==> config.mk <==
export PLATFORM = sky130hd
export DESIGN_NAME = pipe_stage_reg
export DESIGN_NICKNAME = d
export VERILOG_FILES = /design/src/rtl/pipe_stage_reg.sv
export SDC_FILE = /design/constraint.sdc
export NUM_CORES = 1
export LEC_CHECK = 0
export CORE_ASPECT_RATIO = 0.6
export CORE_MARGIN = 4
export CORE_UTILIZATION = 30
export DETAILED_ROUTE_END_ITERATION = 8
export HOLD_SLACK_MARGIN = 0.03
export PLACE_DENSITY = 0.65
export SYNTH_ARGS = -nofsm -noshare
export SYNTH_HDL_FRONTEND = slang
export SYNTH_SLANG_ARGS = --single-unit
export TNS_END_PERCENT = 1
==> constraint.sdc <==
create_clock -name clk -period 4.4 [get_ports clk]
set_input_delay 0.66 -clock clk [delete_from_list [all_inputs] [get_ports clk]]
set_output_delay 0.66 -clock clk [all_outputs]
set_load 0.01 [all_outputs]
==> src/rtl/pipe_stage_reg.sv <==
// ---------------------------------------------------------------------------
// pipe_stage_reg
//
// Generic inter-stage pipeline register. Carries a control bundle and a data
// bundle between two pipeline stages under a valid/ready handshake.
//
//   SKID = 1 : two entries (main + skid). in_ready is taken from a flop, so no
//              combinational path runs from out_ready back to in_ready.
//   SKID = 0 : single entry. in_ready = ~out_valid | out_ready.
//
// A flush inserts a bubble: every stored entry is invalidated and its control
// bundle is cleared. Data is cleared too when CLR_DATA = 1. A saturating
// counter records the cycles in which the output is valid but not accepted.
//
// Ports
//   clk        rising-edge clock
//   rst_n      synchronous active-low reset
//   flush      synchronous clear of all stored entries
//   in_valid   upstream holds a valid instruction
//   in_ready   this stage accepts the input this cycle
//   in_ctrl    upstream control bundle  [CTRL_W]
//   in_data    upstream data bundle     [DATA_W]
//   out_valid  output entry valid
//   out_ready  downstream accepts the output this cycle
//   out_ctrl   registered control bundle, zero whenever out_valid = 0
//   out_data   registered data bundle
//   stall_cnt  saturating count of cycles with out_valid & ~out_ready
//   stall_clr  synchronous clear of stall_cnt (wins over an increment)
// ---------------------------------------------------------------------------
module pipe_stage_reg #(
    parameter int unsigned CTRL_W   = 8,
    parameter int unsigned DATA_W   = 101,
    parameter int unsigned SKID     = 1,
    parameter int unsigned CLR_DATA = 1,
    parameter int unsigned CNT_W    = 16
) (
    input  logic              clk,
    input  logic              rst_n,
    input  logic              flush,
    input  logic              in_valid,
    output logic              in_ready,
    input  logic [CTRL_W-1:0] in_ctrl,
    input  logic [DATA_W-1:0] in_data,
    output logic              out_valid,
    input  logic              out_ready,
    output logic [CTRL_W-1:0] out_ctrl,
    output logic [DATA_W-1:0] out_data,
    output logic [CNT_W-1:0]  stall_cnt,
    input  logic              stall_clr
);

    // Occupancy of the two-entry variant. ONE means only the main register
    // holds an entry; FULL means the skid entry holds the younger one.
    typedef enum logic [1:0] {
        ST_EMPTY = 2'd0,
        ST_ONE   = 2'd1,
        ST_FULL  = 2'd2
    } state_e;

    // Main (output) register, shared by both variants.
    logic              out_valid_q;
    logic [CTRL_W-1:0] out_ctrl_q;
    logic [DATA_W-1:0] out_data_q;

    // Stall counter.
    logic [CNT_W-1:0]  stall_cnt_q;
    logic [CNT_W-1:0]  stall_cnt_d;

    generate
        if (SKID != 0) begin : g_skid
            state_e            state_q;
            logic              in_ready_q;
            logic [CTRL_W-1:0] skid_ctrl_q;
            logic [DATA_W-1:0] skid_data_q;
            logic              fire_in;

            // in_ready_q is 1 exactly when the skid entry is free, i.e. in
            // EMPTY and ONE, so accepting never depends on out_ready.
            assign fire_in  = in_valid & in_ready_q;
            assign in_ready = in_ready_q;

            always_ff @(posedge clk) begin
                if (!rst_n) begin
                    state_q     <= ST_EMPTY;
                    in_ready_q  <= 1'b1;
                    out_valid_q <= 1'b0;
                    out_ctrl_q  <= '0;
                    out_data_q  <= '0;
                    skid_ctrl_q <= '0;
                    skid_data_q <= '0;
                end else if (flush) begin
                    // Input presented this cycle is dropped along with the
                    // stored entries.
                    state_q     <= ST_EMPTY;
                    in_ready_q  <= 1'b1;
                    out_valid_q <= 1'b0;
                    out_ctrl_q  <= '0;
                    skid_ctrl_q <= '0;
                    if (CLR_DATA != 0) begin
                        out_data_q  <= '0;
                        skid_data_q <= '0;
                    end
                end else begin
                    case (state_q)
                        ST_EMPTY: begin
                            if (fire_in) begin
                                out_valid_q <= 1'b1;
                                out_ctrl_q  <= in_ctrl;
                                out_data_q  <= in_data;
                                state_q     <= ST_ONE;
                            end
                        end
                        ST_ONE: begin
                            if (fire_in && out_ready) begin
                                out_ctrl_q <= in_ctrl;
                                out_data_q <= in_data;
                            end else if (fire_in) begin
                                // Downstream stalled: park the younger entry
                                // and close the input for the next cycle.
                                skid_ctrl_q <= in_ctrl;
                                skid_data_q <= in_data;
                                in_ready_q  <= 1'b0;
                                state_q     <= ST_FULL;
                            end else if (out_ready) begin
                                out_valid_q <= 1'b0;
                                out_ctrl_q  <= '0;
                                state_q     <= ST_EMPTY;
                            end
                        end
                        ST_FULL: begin
                            if (out_ready) begin
                                out_ctrl_q  <= skid_ctrl_q;
                                out_data_q  <= skid_data_q;
                                skid_ctrl_q <= '0;
                                in_ready_q  <= 1'b1;
                                state_q     <= ST_ONE;
                            end
                        end
                        default: begin
                            state_q     <= ST_EMPTY;
                            in_ready_q  <= 1'b1;
                            out_valid_q <= 1'b0;
                            out_ctrl_q  <= '0;
                        end
                    endcase
                end
            end
        end else begin : g_single
            logic fire_in;
            logic fire_out;

            assign in_ready = ~out_valid_q | out_ready;
            assign fire_in  = in_valid & in_ready;
            assign fire_out = out_valid_q & out_ready;

            always_ff @(posedge clk) begin
                if (!rst_n) begin
                    out_valid_q <= 1'b0;
                    out_ctrl_q  <= '0;
                    out_data_q  <= '0;
                end else if (flush) begin
                    out_valid_q <= 1'b0;
                    out_ctrl_q  <= '0;
                    if (CLR_DATA != 0) begin
                        out_data_q <= '0;
                    end
                end else if (fire_in) begin
                    out_valid_q <= 1'b1;
                    out_ctrl_q  <= in_ctrl;
                    out_data_q  <= in_data;
                end else if (fire_out) begin
                    out_valid_q <= 1'b0;
                    out_ctrl_q  <= '0;
                end
            end
        end
    endgenerate

    // Stall counter: clear beats increment; holds at all-ones.
    always_comb begin
        stall_cnt_d = stall_cnt_q;
        if (stall_clr) begin
            stall_cnt_d = '0;
        end else if (out_valid_q && !out_ready && (stall_cnt_q != '1)) begin
            stall_cnt_d = stall_cnt_q + CNT_W'(1);
        end
    end

    always_ff @(posedge clk) begin
        if (!rst_n) begin
            stall_cnt_q <= '0;
        end else begin
            stall_cnt_q <= stall_cnt_d;
        end
    end

    assign out_valid = out_valid_q;
    assign out_ctrl  = out_ctrl_q;
    assign out_data  = out_data_q;
    assign stall_cnt = stall_cnt_q;

endmodule
==> flow_summary.json <==
{
  "leakagePower_nw": 5.113,
  "pwr-share-seq_pct": 46.5,
  "maxCapViolCount": 0,
  "antenna_found_initial": 4,
  "crit_arrival_ns": 3.29,
  "placed_area_mm2": 0.01269,
  "ff2ff_path_depth": 5,
  "hpwl_mm": 18.84,
  "wl_mm": 28.33,
  "syn2layout_area_growth_pct": 34.54,
  "cts.clk_slew.worst_paths_ns": 0.06,
  "dr_total_vias": 8270,
  "period_minus_slack_ns": 2.884,
  "gr-total-overflow": 0,
  "io_buffers": 241,
  "clock-sinks": 238,
  "antenna_left": 0,
  "layout_common_cells": "clkdlybuf4s50_1, dfxtp_1, nand2_1, a21oi_1, nor2_1",
  "combPwrFrac_pct": 11.3,
  "worst-path-buf-inv": 2,
  "pin_count": 242,
  "hold_violations": 0,
  "dieHeight_um": 149.5,
  "cp_max_fo": 92,
  "path_cells": "clkdlybuf4s50_1 -> nor2b_1 -> o21ai_4 -> buf_12 -> nor2_1 -> a211oi_1",
  "synth_ff_type": "dfxtp_1",
  "fmax_mhz": 346.8,
  "ys.warnings.count": 0,
  "start_kind": "primary input",
  "dp_slack_ns": 1.029,
  "clockBufferDepth": 3,
  "ys_ff_latch": 238,
  "cts_resized": 0,
  "layout_setup_ws_ns": 1.516,
  "worstMarginPinSlew_ns": 1.077,
  "route.detailed.drc": 0,
  "power.switching_w": 0.001185,
  "hold_class": "reg -> reg",
  "drt-vias-per-instance": 4.756,
  "grt_max_degree": 93,
  "power_density_mw_per_mm2": 358.1,
  "place_congestion": 0.7559,
  "netlist_instances": 1080,
  "grt_pass1_vias": 8151,
  "tns_ns": 0,
  "finalCritPeriodShare_pct": 65.54,
  "relSlewSlack_pct": 28.19,
  "nets": 1387,
  "clock_skew_ns": 0.01153,
  "ff2ff_setup_slack_ns": 1.86,
  "synth_area_per_cell_um2": 9.275,
  "outcome": "finished, final reports clean",
  "rsz0062_at_grt": "no",
  "wl_per_cell_um": 16.29,
  "end_kind": "flip-flop",
  "insertion_delay_ns": 0.52,
  "crit_required_ns": 4.80,
  "dr.pass1.iters": 5,
  "ir_worst_vdd_v": 0.0002377,
  "stdcell_area_mm2": 0.01348,
  "ys_async_sr_fraction_pct": 0,
  "drv_slew": 0,
  "max_stage_delay_ns": 0.85,
  "die-area_mm2": 0.03647,
  "synth_cell_type_count": 42,
  "initial_core_util_pct": 30.66,
  "worst-path-stages": 6,
  "final_core_util_pct": 41.25,
  "row_count": 51,
  "htree_levels": 1,
  "syn_area_mm2": 0.01002,
  "finalSetupViolations": 0,
  "drive_gt1_share_pct": 11.02,
  "postCtsSetupBuffers": 0,
  "final_common_cell": "clkdlybuf4s50_1",
  "crit_type": "in -> reg",
  "drt_iter0_markers": 415,
  "design.core.area_mm2": 0.03267,
  "cts_buffers": 25,
  "synth_nets": 1196,
  "yosysSeqAreaShare_pct": 47.56,
  "tritoncts": "built",
  "ctsHoldBuffers": 0,
  "grt_pass1_wl_mm": 44.45,
  "die-width_um": 243.9,
  "worst_hold_path.num_cells": 2,
  "grtUsageTotal_pct": 14.90,
  "synth_edf_count": 0,
  "p_clk_share_pct": 42.2,
  "switching_share_pct": 24.56,
  "clockRootBuffer": "clkbuf_16",
  "crit_slowest_cell": "o21ai_4",
  "cp_top_family": "compound AO/OA/AOI/OAI gates",
  "p_int_w": 0.003641
}
## sequential cells by signal, indices dropped and copies added (netlist names)
name,count
g_skid.state_q,2
out_ctrl,8
in_ready,1
g_skid.skid_data_q,101
out_data,101
g_skid.skid_ctrl_q,8
stall_cnt,16
out_valid,1
## synth_stat cells (all sizes together) (2+ instances only)
cell type	n	area, um^2
a211oi	102	1166
a21oi	127	635.6
a222oi	8	80.08
and2	2	12.51
and4	3	26.28
buf	64	431.7
clkbuf	25	93.84
dfxtp	238	4765
inv	2	7.510
mux2i	103	1031
nand2	222	835.8
nand2b	3	18.77
nand3	13	70.07
nand3b	3	22.52
nand4	6	52.55
nor2	114	430.4
nor2b	3	18.77
nor3	3	20.02
o21ai	10	53.80
o21bai	2	15.01
o31ai	5	37.54
or3	8	50.05
or4	5	37.54
## routing by layer
| layer | routed length (um) | vias up | global-route usage (%) | part of all wire [%] |
|---|---|---|---|---|
| met3 | 1786 | 40 | 4.585 | 6.3 |
| met5 | 34 | - | 0 | 0.12 |
| met1 | 13250 | 3884 | 19.79 | 47 |
| met4 | 605 | 6 | 3.210 | 2.1 |
| met2 | 12650 | 187 | 24.07 | 45 |
| li1 | - | 4153 | - | - |
## worst register-to-register path: stages, from the launching register on
cell and delay [ns]:
dfxtp_1 0.52, nand3b_1 0.47, o21ai_4 0.57, buf_12 0.42
nor2_1 0.20, a211oi_1 0.25
## power groups by stage
stage / combinational, W / clock (W) / sequential [W]
after floorplan: 0.000266 / 0 / 0.00231
after global placement: 0.000542 / 0 / 0.00229
after detailed placement: 0.000550 / 0 / 0.00229
after CTS: 0.000553 / 0.00211 / 0.00224
after global routing: 0.000592 / 0.00220 / 0.00225
final: 0.000545 / 0.00204 / 0.00224
## stage by stage
stage | std cells | hold slack [ns] | power (W)
finish | 1739 | 0.4515 | 0.004826
global route | 1739 | 0.4672 | 0.005044
CTS | 1738 | 0.4541 | 0.004910
detailed placement | 1694 | 0.4456 | 0.002842
global placement | 1694 | 0.4404 | 0.002832
floorplan | 1080 | 0.4357 | 0.002572
## logic make-up after synthesis
logic type	after synthesis	share of synthesized area (%)
adder cells (fa/ha/maj)	1	0.1249
flip-flops	238	47.56
XOR/XNOR	1	0.08745
AND/OR/NAND/NOR	388	16.29
AO/OA/AOI/OAI	258	20.32
buffers and inverters	91	5.321
multiplexers	103	10.29
## final timing paths
check,start,to
worst max register to register,g_skid.state_q[1],out_data[46]
worst min-delay path,g_skid.skid_data_q[9],g_skid.skid_data_q[9]
worst min register to register,g_skid.skid_data_q[9],g_skid.skid_data_q[9]
worst max-delay path,out_ready,out_data[46]
## layout make-up
class	count	area [um^2]
Antenna cell	1	2.502
Clock buffer	38	744.5
Clock inverter	6	42.54
Fill cell	3221	19190
Inverter	2	7.507
Multi-Input combinational cell	751	4750
Sequential cell	238	4765
Tap cell	450	563.0
Timing Repair Buffer	253	2603
(Power assumes the default switching activity.)
